--- src/rtl/vectored_interrupt_controller.sv ---
// Vectored interrupt controller for the IF stage: arbitrates edge-triggered
// request lines and overrides the next PC with a per-channel vector.
//
// Ports:
//   CLK, RESET            clock (rising edge), synchronous active-high reset
//   PC_NEXT               next PC from the branch-select mux
//   IRQ                   raw request lines, a rising edge makes a request
//   MASK_WE/MASK_WDATA    channel mask write (1 = channel enabled)
//   GLOBAL_EN             global enable, gates takes only
//   MRET                  return-from-ISR strobe
//   STALL                 pipeline busywait, freezes take/return decisions
//   PC_NEXT_FINAL         PC to load into the PC register
//   INT_TAKEN             pulse in the cycle an interrupt is taken
//   IN_ISR                high while any ISR context is active
//   ACTIVE_ID             channel currently being serviced
//   PENDING               pending request bits
//
// Optional feature macro: VIC_NESTING_EN enables priority preemption with a
// saved-context stack of NEST_DEPTH entries.
module vectored_interrupt_controller #(
    parameter int          NUM_CH     = 8,
    parameter logic [31:0] VEC_BASE   = 32'h0000_0100,
    parameter int          VEC_STRIDE = 4,
    parameter int          NEST_DEPTH = 4,
    localparam int         IDW        = (NUM_CH > 1) ? $clog2(NUM_CH) : 1
) (
    input  logic              CLK,
    input  logic              RESET,
    input  logic [31:0]       PC_NEXT,
    input  logic [NUM_CH-1:0] IRQ,
    input  logic              MASK_WE,
    input  logic [NUM_CH-1:0] MASK_WDATA,
    input  logic              GLOBAL_EN,
    input  logic              MRET,
    input  logic              STALL,
    output logic [31:0]       PC_NEXT_FINAL,
    output logic              INT_TAKEN,
    output logic              IN_ISR,
    output logic [IDW-1:0]    ACTIVE_ID,
    output logic [NUM_CH-1:0] PENDING
);

    if (NUM_CH < 1 || NUM_CH > 32 || NEST_DEPTH < 1) begin : g_bad_cfg
        $error("vectored_interrupt_controller: bad parameters");
    end

    typedef enum logic {
        S_IDLE,
        S_ISR
    } state_t;

    state_t            state;
    logic [NUM_CH-1:0] irq_q;
    logic [NUM_CH-1:0] mask;
    logic [NUM_CH-1:0] pending;
    logic [NUM_CH-1:0] eligible;
    logic [NUM_CH-1:0] rise;
    logic [NUM_CH-1:0] clr;
    logic [IDW-1:0]    active_id;
    logic [IDW-1:0]    winner;
    logic [31:0]       epc;
    logic [31:0]       vec_addr;
    logic              any_elig;
    logic              take;
    logic              ret;

`ifdef VIC_NESTING_EN
    localparam int SPW = $clog2(NEST_DEPTH + 1);
    localparam int SIW = (NEST_DEPTH > 1) ? $clog2(NEST_DEPTH) : 1;

    logic [31:0]    stk_epc [NEST_DEPTH];
    logic [IDW-1:0] stk_id  [NEST_DEPTH];
    logic [SPW-1:0] sp;
    logic [SIW-1:0] push_idx;
    logic [SIW-1:0] pop_idx;

    assign push_idx = SIW'(sp);
    assign pop_idx  = SIW'(sp - SPW'(1));
`endif

    assign eligible = pending & mask;
    assign any_elig = |eligible;
    assign rise     = IRQ & ~irq_q;

    // Lowest index wins: scan downwards so the last hit is the smallest.
    always_comb begin
        winner = '0;
        for (int i = NUM_CH - 1; i >= 0; i--) begin
            if (eligible[i]) begin
                winner = IDW'(i);
            end
        end
    end

    assign vec_addr = VEC_BASE + 32'(winner) * 32'(VEC_STRIDE);

    // Decisions are suppressed during reset so no stray vector or pulse
    // escapes while the state is being cleared.
    always_comb begin
        take = 1'b0;
        ret  = 1'b0;
        if (!RESET && !STALL) begin
            if (state == S_IDLE) begin
                take = GLOBAL_EN && any_elig && !MRET;
            end else begin
                ret = MRET;
`ifdef VIC_NESTING_EN
                take = !MRET && GLOBAL_EN && any_elig &&
                       (winner < active_id) &&
                       (sp < SPW'(NEST_DEPTH));
`endif
            end
        end
    end

    assign clr = take ? (NUM_CH'(1) << winner) : '0;

    always_ff @(posedge CLK) begin
        if (RESET) begin
            state     <= S_IDLE;
            irq_q     <= '0;
            mask      <= '0;
            pending   <= '0;
            active_id <= '0;
            epc       <= '0;
`ifdef VIC_NESTING_EN
            sp        <= '0;
            for (int i = 0; i < NEST_DEPTH; i++) begin
                stk_epc[i] <= '0;
                stk_id[i]  <= '0;
            end
`endif
        end else begin
            irq_q <= IRQ;
            if (MASK_WE) begin
                mask <= MASK_WDATA;
            end
            // A new edge on the bit being cleared re-arms it.
            pending <= (pending & ~clr) | rise;
            if (take) begin
`ifdef VIC_NESTING_EN
                if (state == S_ISR) begin
                    stk_epc[push_idx] <= epc;
                    stk_id[push_idx]  <= active_id;
                    sp                <= sp + SPW'(1);
                end
`endif
                epc       <= PC_NEXT;
                active_id <= winner;
                state     <= S_ISR;
            end else if (ret) begin
`ifdef VIC_NESTING_EN
                if (sp != '0) begin
                    epc       <= stk_epc[pop_idx];
                    active_id <= stk_id[pop_idx];
                    sp        <= sp - SPW'(1);
                end else begin
                    state <= S_IDLE;
                end
`else
                state <= S_IDLE;
`endif
            end
        end
    end

    assign PC_NEXT_FINAL = take ? vec_addr :
                           ret  ? epc      : PC_NEXT;
    assign INT_TAKEN     = take;
    assign IN_ISR        = (state == S_ISR);
    assign ACTIVE_ID     = active_id;
    assign PENDING       = pending;

endmodule
--- config.mk ---
export PLATFORM = sky130hd
export DESIGN_NAME = vectored_interrupt_controller
export DESIGN_NICKNAME = d
export VERILOG_FILES = /design/src/rtl/vectored_interrupt_controller.sv
export SDC_FILE = /design/constraint.sdc
export NUM_CORES = 1
export LEC_CHECK = 0
export CELL_PAD_IN_SITES_DETAIL_PLACEMENT = 0
export CELL_PAD_IN_SITES_GLOBAL_PLACEMENT = 1
export CORE_ASPECT_RATIO = 1.5
export CORE_MARGIN = 10
export CORE_UTILIZATION = 33
export CTS_BUF_LIST = sky130_fd_sc_hd__clkbuf_2 sky130_fd_sc_hd__clkbuf_4 sky130_fd_sc_hd__clkbuf_8
export CTS_CLUSTER_SIZE = 30
export DETAILED_ROUTE_END_ITERATION = 6
export PLACE_DENSITY_LB_ADDON = 0.1
export SLEW_MARGIN = 20
export SYNTH_ARGS = -nofsm -noshare
export SYNTH_HDL_FRONTEND = slang
export SYNTH_SLANG_ARGS = --single-unit
--- constraint.sdc ---
create_clock -name CLK -period 1.6 [get_ports CLK]
set_input_delay 0.16 -clock CLK [delete_from_list [all_inputs] [get_ports CLK]]
set_output_delay 0.16 -clock CLK [all_outputs]
set_load 0.02 [all_outputs]
# --- Word level (Yosys, flattened, before mapping) ---
# Cells that the tools add are included.
op_classes:
  addsub: 1
  n_shift: 1
  n_mux: 17
  bitwise_logic: 6
  reduce_logical: 8
ops:
  columns: ["cell", "n"]
  rows:
  - ["32-bit 2-to-1 mux", 2]
  - ["8-bit bitwise AND", 3]
  - ["3-bit 2-to-1 mux", 8]
  - ["8-bit NOT", 2]
  - ["9-bit by 5-bit adder with 10-bit output, first input constant", 1]
  - ["8-bit 2-to-1 mux", 1]
  - ["8-bit OR", 1]
  - ["8-bit OR reduction", 1]
  - ["1-bit by 3-bit << shifter with 8-bit output, first input constant", 1]
  - ["1-bit 2-to-1 mux", 6]
  - ["1-bit logical AND", 3]
  - ["1-bit zero test", 3]
  - ["2-bit nonzero test", 1]
word_totals:
  regBits: 60
  inputBits: 54
  output_inout_bits: 45

# --- Logic depth before layout (Yosys ltp) ---
depth:
  word_depth: 14
  mapped_depth: 8
  mapped_depth_nobuf: 5

# --- Worst setup path after synthesis ---
# OpenSTA, ideal clock, no wires.
synth_path:
  path_type: "flip-flop to output port"
  start: "register pending[5], in the netlist PENDING[5]"
  end: "output port PC_NEXT_FINAL[22]"
  t_arrival_ps: 1705
  setup_slack_ps: -265
  path_stages_with_launch: 7
  path_cell_list: "dfxtp_1 a22oi_2 nand4_2 nand2_1 inv_2 buf_2 a21oi_1"
synth_between:
  elab_chain_cells: 7
synth_rtl:
  columns: ["item", "line", "rtl"]
  rows:
  - ["start: declaration", "55", "logic [NUM_CH-1:0] pending;"]
  - ["start signal: assignment", "139", "pending <= (pending & ~clr) | rise;"]
  - ["8-bit bitwise AND", "81", "assign eligible = pending & mask;"]
  - ["8-bit OR reduction", "82", "assign any_elig = |eligible;"]
  - ["1-bit logical AND (2 in series)", "104", "take = GLOBAL_EN && any_elig && !MRET;"]
  - ["1-bit 2-to-1 mux", "103", "if (state == S_IDLE) begin"]
  - ["1-bit 2-to-1 mux", "102", "if (!RESET && !STALL) begin"]
  - ["via INT_TAKEN", "37", "output logic INT_TAKEN,"]
  - ["32-bit 2-to-1 mux", "167", "assign PC_NEXT_FINAL = take ? vec_addr :"]
  - ["end: declaration", "36", "output logic [31:0] PC_NEXT_FINAL,"]
# The timed path passes the listed nets, and every way through them passes these cells.

# --- Final worst setup path ---
layout_path:
  start: "register pending[3], in the netlist PENDING[3]"
  end: "output port PC_NEXT_FINAL[3]"
layout_between:
  elab_chain_cells: 7
layout_rtl:
  columns: ["item", "line"]
  rows:
  - ["8-bit bitwise AND *", "81"]
  - ["3-bit 2-to-1 mux or 8-bit OR reduction (tied branches)", "89, 82"]
  - ["3-bit 2-to-1 mux or 1-bit logical AND (tied branches) (2 in series)", "89, 104"]
  - ["3-bit 2-to-1 mux or 1-bit 2-to-1 mux (tied branches)", "89, 103"]
  - ["9-bit by 5-bit adder with 10-bit output or 1-bit 2-to-1 mux (tied branches)", "95, 102"]
  - ["32-bit 2-to-1 mux *", "167"]
# Every way passes the cells marked *; elsewhere a longest branch is shown, timed or not.

==> reports/summary.txt <==
most common flop cell mapped by yosys -> dfxtp_1
RSZ-0062 raised after global routing -> true
Final WS setup -> -0.387 ns
fmax -> 503 MHz
Sw Pwr -> 1110 uW
Synth Area in Simple Gates -> 0.241
Die Wd -> 95.9 um
status -> complete, but fails checks
die area -> 0.0128 mm^2
CP top delay family -> simple AND/OR/NAND/NOR gates
buffer levels on the longest clock path -> 2
Reg2Reg Capture Point -> epc[8]$_SDFFE_PP0N_
Synth area leaders -> dfxtp_1 42%, a21oi_1 12%, nand2_1 9.0%, nand3_1 6.1%, o21ai_0 5.6%
arrival time of the worst setup path -> 1.83 ns
post-synthesis compound-gate area fraction -> 0.241
cell row count -> 41
CTS tree -> built
drt pass-1 iters -> 4
first-pass GRT wire length -> 16.3 mm
EDFF count, synth -> 0
WL final -> 10.3 mm
critical path launch point -> PENDING[3]$_SDFF_PP0_
Leakage -> 0.00207 uW
worst path required time -> 1.44 ns
FFs w/ async S/R, synth -> 0
initial antenna violation count -> 0
ant diodes -> 0
Core ar. -> 0.00841 mm^2
setup violators final -> 63
Yosys Warn Count -> 0
Slew Limit Fails -> 0
# H-tree levels -> 3
Synth area leader -> dfxtp_1
Seq/Total Area, Yosys -> 0.421
share of layout cells above drive strength 1 -> 0.352
Cell Area, Synth -> 0.00285 mm^2
vias per cell -> 5.11
Final Core Density -> 0.618
DP Wirelength -> 6.91 mm
multiplexer area fraction after synthesis -> 0.0421
worst reg-to-reg path cell count -> 6
Routed Antenna Nets -> 0
fin nets -> 577
Worst-path clk slew -> 0.06 ns
vias in the first global route -> 3371
WP buf/inv -> 2
Vias -> 3244
sw frac -> 0.263
Avg WL per Cell -> 16.3 um
main combinational cell family by area after synthesis -> compound AO/OA/AOI/OAI gates
Initial DRC Count -> 147
gpl congestion -> 0.769
Clock Skews -> 0.00800 ns
IO Count -> 99
pin count of the biggest net entering global routing -> 61
Cells after Synth -> 377
PortBufs -> 98
fin crit share -> 1.24
Largest stage delay, worst path -> 0.50 ns
syn_nets -> 431
sequential share of power -> 0.376
combinational share of power -> 0.224
Worst-Margin Slew -> 0.670 ns
crit path max fanout -> 4
CP Cell Sequence -> a22oi_2, buf_4, and4_4, or4_4, o21ai_4, buf_6
residual DRC count -> 0
final hold viol count -> 0
clock tree root driver cell -> clkbuf_8
Vert. Die Dim -> 134 um
HP Class -> in2reg
Tmin final -> 1.99 ns
cts bufs inserted -> 9
syn_area_per_cell -> 7.56 um^2
GR Util All Layers -> 0.159
area grow syn2layout -> 82.5%
Place WS -> -0.742 ns
Reg2Reg Setup Slack -> -0.06 ns
Hold Buf Count CTS -> 0
post-synthesis adder-cell area fraction -> 0
CP Capture Point -> PC_NEXT_FINAL[3]
clk_lat worst skew -> 0.34 ns
Worst setup EP type -> output port
CP Class -> reg2out
Distinct cells, synth -> 32
type of origin of the critical path -> flop
grt ovf -> 0
Pwr Density -> 807 mW/mm^2
Synth Area in XOR/XNOR -> 0
post-synth top area share -> 0.421
Stages on worst setup path -> 6
internal power -> 3090 uW
Seq cells post-synth -> 60
relative max-transition margin -> 0.553
Worst path slowest cell -> or4_4
max cap viols -> 0
failing checks -> negative setup slack
CTS sink count -> 60
Starting Density -> 0.339
Clock power frac -> 0.400
worst r2r src -> mask[3]$_SDFFE_PP0P_
Peak VDD IR -> 0.561 mV
-- metrics by stage --
stage / instance area (um^2) / setup TNS, ns / instances / total power [uW] / hold WS [ns]
2_1_floorplan: 3220 / -0.00728 / 377 / 2040 / 0.288
3_3_place_gp: 4660 / -28.71 / 610 / 2490 / 0.459
3_5_place_dp: 4660 / -31.19 / 610 / 2500 / 0.466
4_1_cts: 5070 / -12.11 / 632 / 4220 / 0.279
5_1_grt: 5200 / -16.94 / 635 / 4370 / 0.333
6_report: 5200 / -10.57 / 635 / 4200 / 0.316
-- worst min-delay path, cell delays in order --
cell,delay [ns]
buf_2,0.12
nor2_4,0.05
nand3_2,0.08
or4_4,0.14
a21oi_1,0.05
-- layer usage --
layer	vias to the layer above	global-route usage	wire length [um]
met5	-	0	0
met2	83	0.277	5410
met1	1541	0.174	4140
met4	0	0.0724	189
met3	13	0.0369	601
li1	1607	-	-
-- area by class of cell --
type                    instances  area [um^2]
clock inverters                 5          100
clock buffers                  11          139
repair buffers                168         1670
well taps                     107          134
inverters                       2         12.5
flip-flops and latches         60         1220
multi-input cells             282         1930
fillers                       743         3210
-- kinds of logic after synthesis --
family	count (synthesis)
AOI/OAI and AO/OA	123
DFF	60
and+or+nand+nor	147
muxes	12
buffers and inverters	35
-- flip-flops by register name, summed over array words and instances, names as in the netlist --
signal,count
ACTIVE_ID,3
IN_ISR,1
PENDING,8
epc,32
irq_q,8
mask,8
-- power by group through the flow --
| stage | clock, uW | sequential, uW | combinational, uW |
|---|---|---|---|
| 2_1_floorplan | 0 | 1630 | 409 |
| 3_3_place_gp | 0 | 1610 | 880 |
| 3_5_place_dp | 0 | 1610 | 885 |
| 4_1_cts | 1710 | 1580 | 928 |
| 5_1_grt | 1780 | 1580 | 1010 |
| 6_report | 1680 | 1580 | 942 |
-- cell usage after synthesis, drive strengths merged, types with 2 or more instances --
cell type / count
a211oi: 7
nor2: 16
nand2b: 2
nand3: 36
a22oi: 4
clkbuf: 21
inv: 2
mux2i: 12
o21ai: 38
a22o: 2
and3: 2
buf: 12
nor2b: 14
nand2: 68
a21oi: 66
nor4: 6
dfxtp: 60
-- placed cells by master (no fill, tap or decap), drive strengths merged, types with 7 or more instances in the layout --
cell / synthesis / final
a21oi: 66 / 66
nand3: 36 / 36
dfxtp: 60 / 60
clkdlybuf4s50: 0 / 56
nor2: 16 / 16
clkbuf: 21 / 13
buf: 12 / 102
nor2b: 14 / 14
a211oi: 7 / 7
mux2i: 12 / 12
o21ai: 38 / 38
nand2: 68 / 68
-- what timing repair did --
action,in CTS,in global routing
resized for setup,219,17
endpoints found under the setup margin,37,80
setup buffers,5,1
pin swaps,7,5
cloned,1,2
-- how the worst min path moves through the flow --
stage | depth (start not counted) | slack [ns] | startpoint | endpoint
floorplan | 1 | 0.29 | IRQ[0] | irq_q[0]$_SDFF_PP0_
global placement | 2 | 0.46 | epc[4]$_SDFFE_PP0N_ | epc[4]$_SDFFE_PP0N_
detailed placement | 2 | 0.47 | epc[19]$_SDFFE_PP0N_ | epc[19]$_SDFFE_PP0N_
CTS | 5 | 0.28 | RESET | ACTIVE_ID[1]$_SDFFE_PP0N_
global route | 5 | 0.33 | RESET | ACTIVE_ID[1]$_SDFFE_PP0N_
finish | 5 | 0.32 | RESET | ACTIVE_ID[1]$_SDFFE_PP0N_
(Power assumes the default switching activity.)
==> RTL change (same flow settings) <==
The parameter `NUM_CH` goes from 8 to 16.
--- a/src/rtl/vectored_interrupt_controller.sv
+++ b/src/rtl/vectored_interrupt_controller.sv
@@ -18,7 +18,7 @@
 // Optional feature macro: VIC_NESTING_EN enables priority preemption with a
 // saved-context stack of NEST_DEPTH entries.
 module vectored_interrupt_controller #(
-    parameter int          NUM_CH     = 8,
+    parameter int          NUM_CH     = 16,
     parameter logic [31:0] VEC_BASE   = 32'h0000_0100,
     parameter int          VEC_STRIDE = 4,
     parameter int          NEST_DEPTH = 4,
Interface: changed (resized ACTIVE_ID, IRQ, MASK_WDATA and PENDING); port bits go from 99 to 124. No check against the original RTL was run, so the function may have changed too.
==> RTL change against the unedited design <==
The flow still finishes with violations (negative setup slack). Sequential cell count up 25. Critical endpoint is now PC_NEXT_FINAL[31]. Non-clock buffer count up 62. Area after synthesis up 32%. Power up 42%. Setup slack worse by 0.24 ns. Sequential share of layout area up 1.3 points. Maximum frequency down 11%. Via count up 26%. Highest routed layer unchanged. Critical path depth up 3. Routed wire length up 35%. Final area up 34%. Largest power group is now registers.
==> RTL change: results (changes against the unedited design) <==
| Metric | Value |
|---|---|
| Setup Viol. Count Final | `82 (+30%)` |
| R2R setup slack | `-0.31 ns (-0.25 ns)` |
| Cell variety after synth | `44 (+38%)` |
| Hpwl dp | `9500 microns (+38%)` |
| Switch share | `28.4% (+2.0 points)` |
| Clk_lat worst skew | `0.36 ns (+0.02 ns)` |
| P_leak | `2.95 nW (+42%)` |
| All-Layer GR Usage | `16.9% (+1.1 points)` |
| Least-Margin Pin Slew | `0.901 ns (+0.231 ns)` |
| Final TNS setup | `-31.17 ns (-20.61 ns)` |
| Hold EP | `irq_q[15]` |
| Met3 Use GR | `3.38% (-0.31 points)` |
| Fillers | `997 (+34%)` |
| Bufs w/o clock | `230 (+37%)` |
| I/O Buffers | `123 (+26%)` |
| Post-synthesis cell area | `3750 sq um (+32%)` |
| NonClk Buf Share | `33.8% (+1.6 points)` |
| Post-Place Cells | `806 (+32%)` |
| Final setup margin | `-0.628 ns (-0.241 ns)` |
| Final Non-Filler Cells | `847 (+33%)` |
| Avg WL per Cell | `16.4 microns (+0.84%)` |
| R2R Path Start | `mask[14]` |
| Vias per cell | `4.82 (-5.7%)` |
| DP Area | `6060 sq um (+30%)` |
| Outcome | `finished, violations left` |
| Multi-input logic area | `2430 sq um (+26%)` |
| Failing checks | `negative setup slack` |
## RTL change: cell types whose count changed after synthesis, moves of 12 or more
cell	change
nor2_1	+12
nand3_1	-30
o21ai_0	-22
nand2_1	+87
dfxtp_1	+25
## RTL change: worst max path at each step
stage                     from                end  slack [ns]  depth (start not counted)
floorplan           PENDING[9]   PC_NEXT_FINAL[3]       -0.15                          8
global placement         STALL   PC_NEXT_FINAL[4]       -0.75                          9
detailed placement       STALL   PC_NEXT_FINAL[4]       -0.80                          9
CTS                 PENDING[9]  PC_NEXT_FINAL[31]       -0.61                          9
global route        PENDING[9]  PC_NEXT_FINAL[31]       -0.71                          9
finish              PENDING[9]  PC_NEXT_FINAL[31]       -0.63                          9
## RTL change: kinds of logic (layout without fill, tap and decap cells)
kind of cell,after synthesis,in the layout,share of synthesized area [%]
AND/OR/NAND/NOR,224,224,25.2
AO/OA/AOI/OAI,117,117,18.5
flip-flops,85,85,45.3
buffers and inverters,39,255,5.93
multiplexers,19,19,5.06
## RTL change: what timing repair did
action                                  4_1_cts  5_1_grt
endpoints found under the setup margin       93       89
pin swaps                                     7       23
setup buffers                                16        9
gates cloned                                  8        0
resized for setup                           242       52
## RTL change: power groups by stage
stage | Combinational [mW] | Clock (mW) | Sequential (mW)
floorplan | 0.611 | 0 | 2.46
global placement | 1.49 | 0 | 2.37
detailed placement | 1.50 | 0 | 2.37
CTS | 1.69 | 1.87 | 2.33
global route | 1.92 | 1.97 | 2.35
finish | 1.80 | 1.85 | 2.34
## RTL change: critical path: stages, from the launching register on
cell,delay [ns]
dfxtp_4,0.35
a22o_1,0.23
and3b_1,0.23
a21o_1,0.15
and2_4,0.17
inv_6,0.05
buf_12,0.14
buf_12,0.14
a21oi_4,0.11
buf_6,0.13
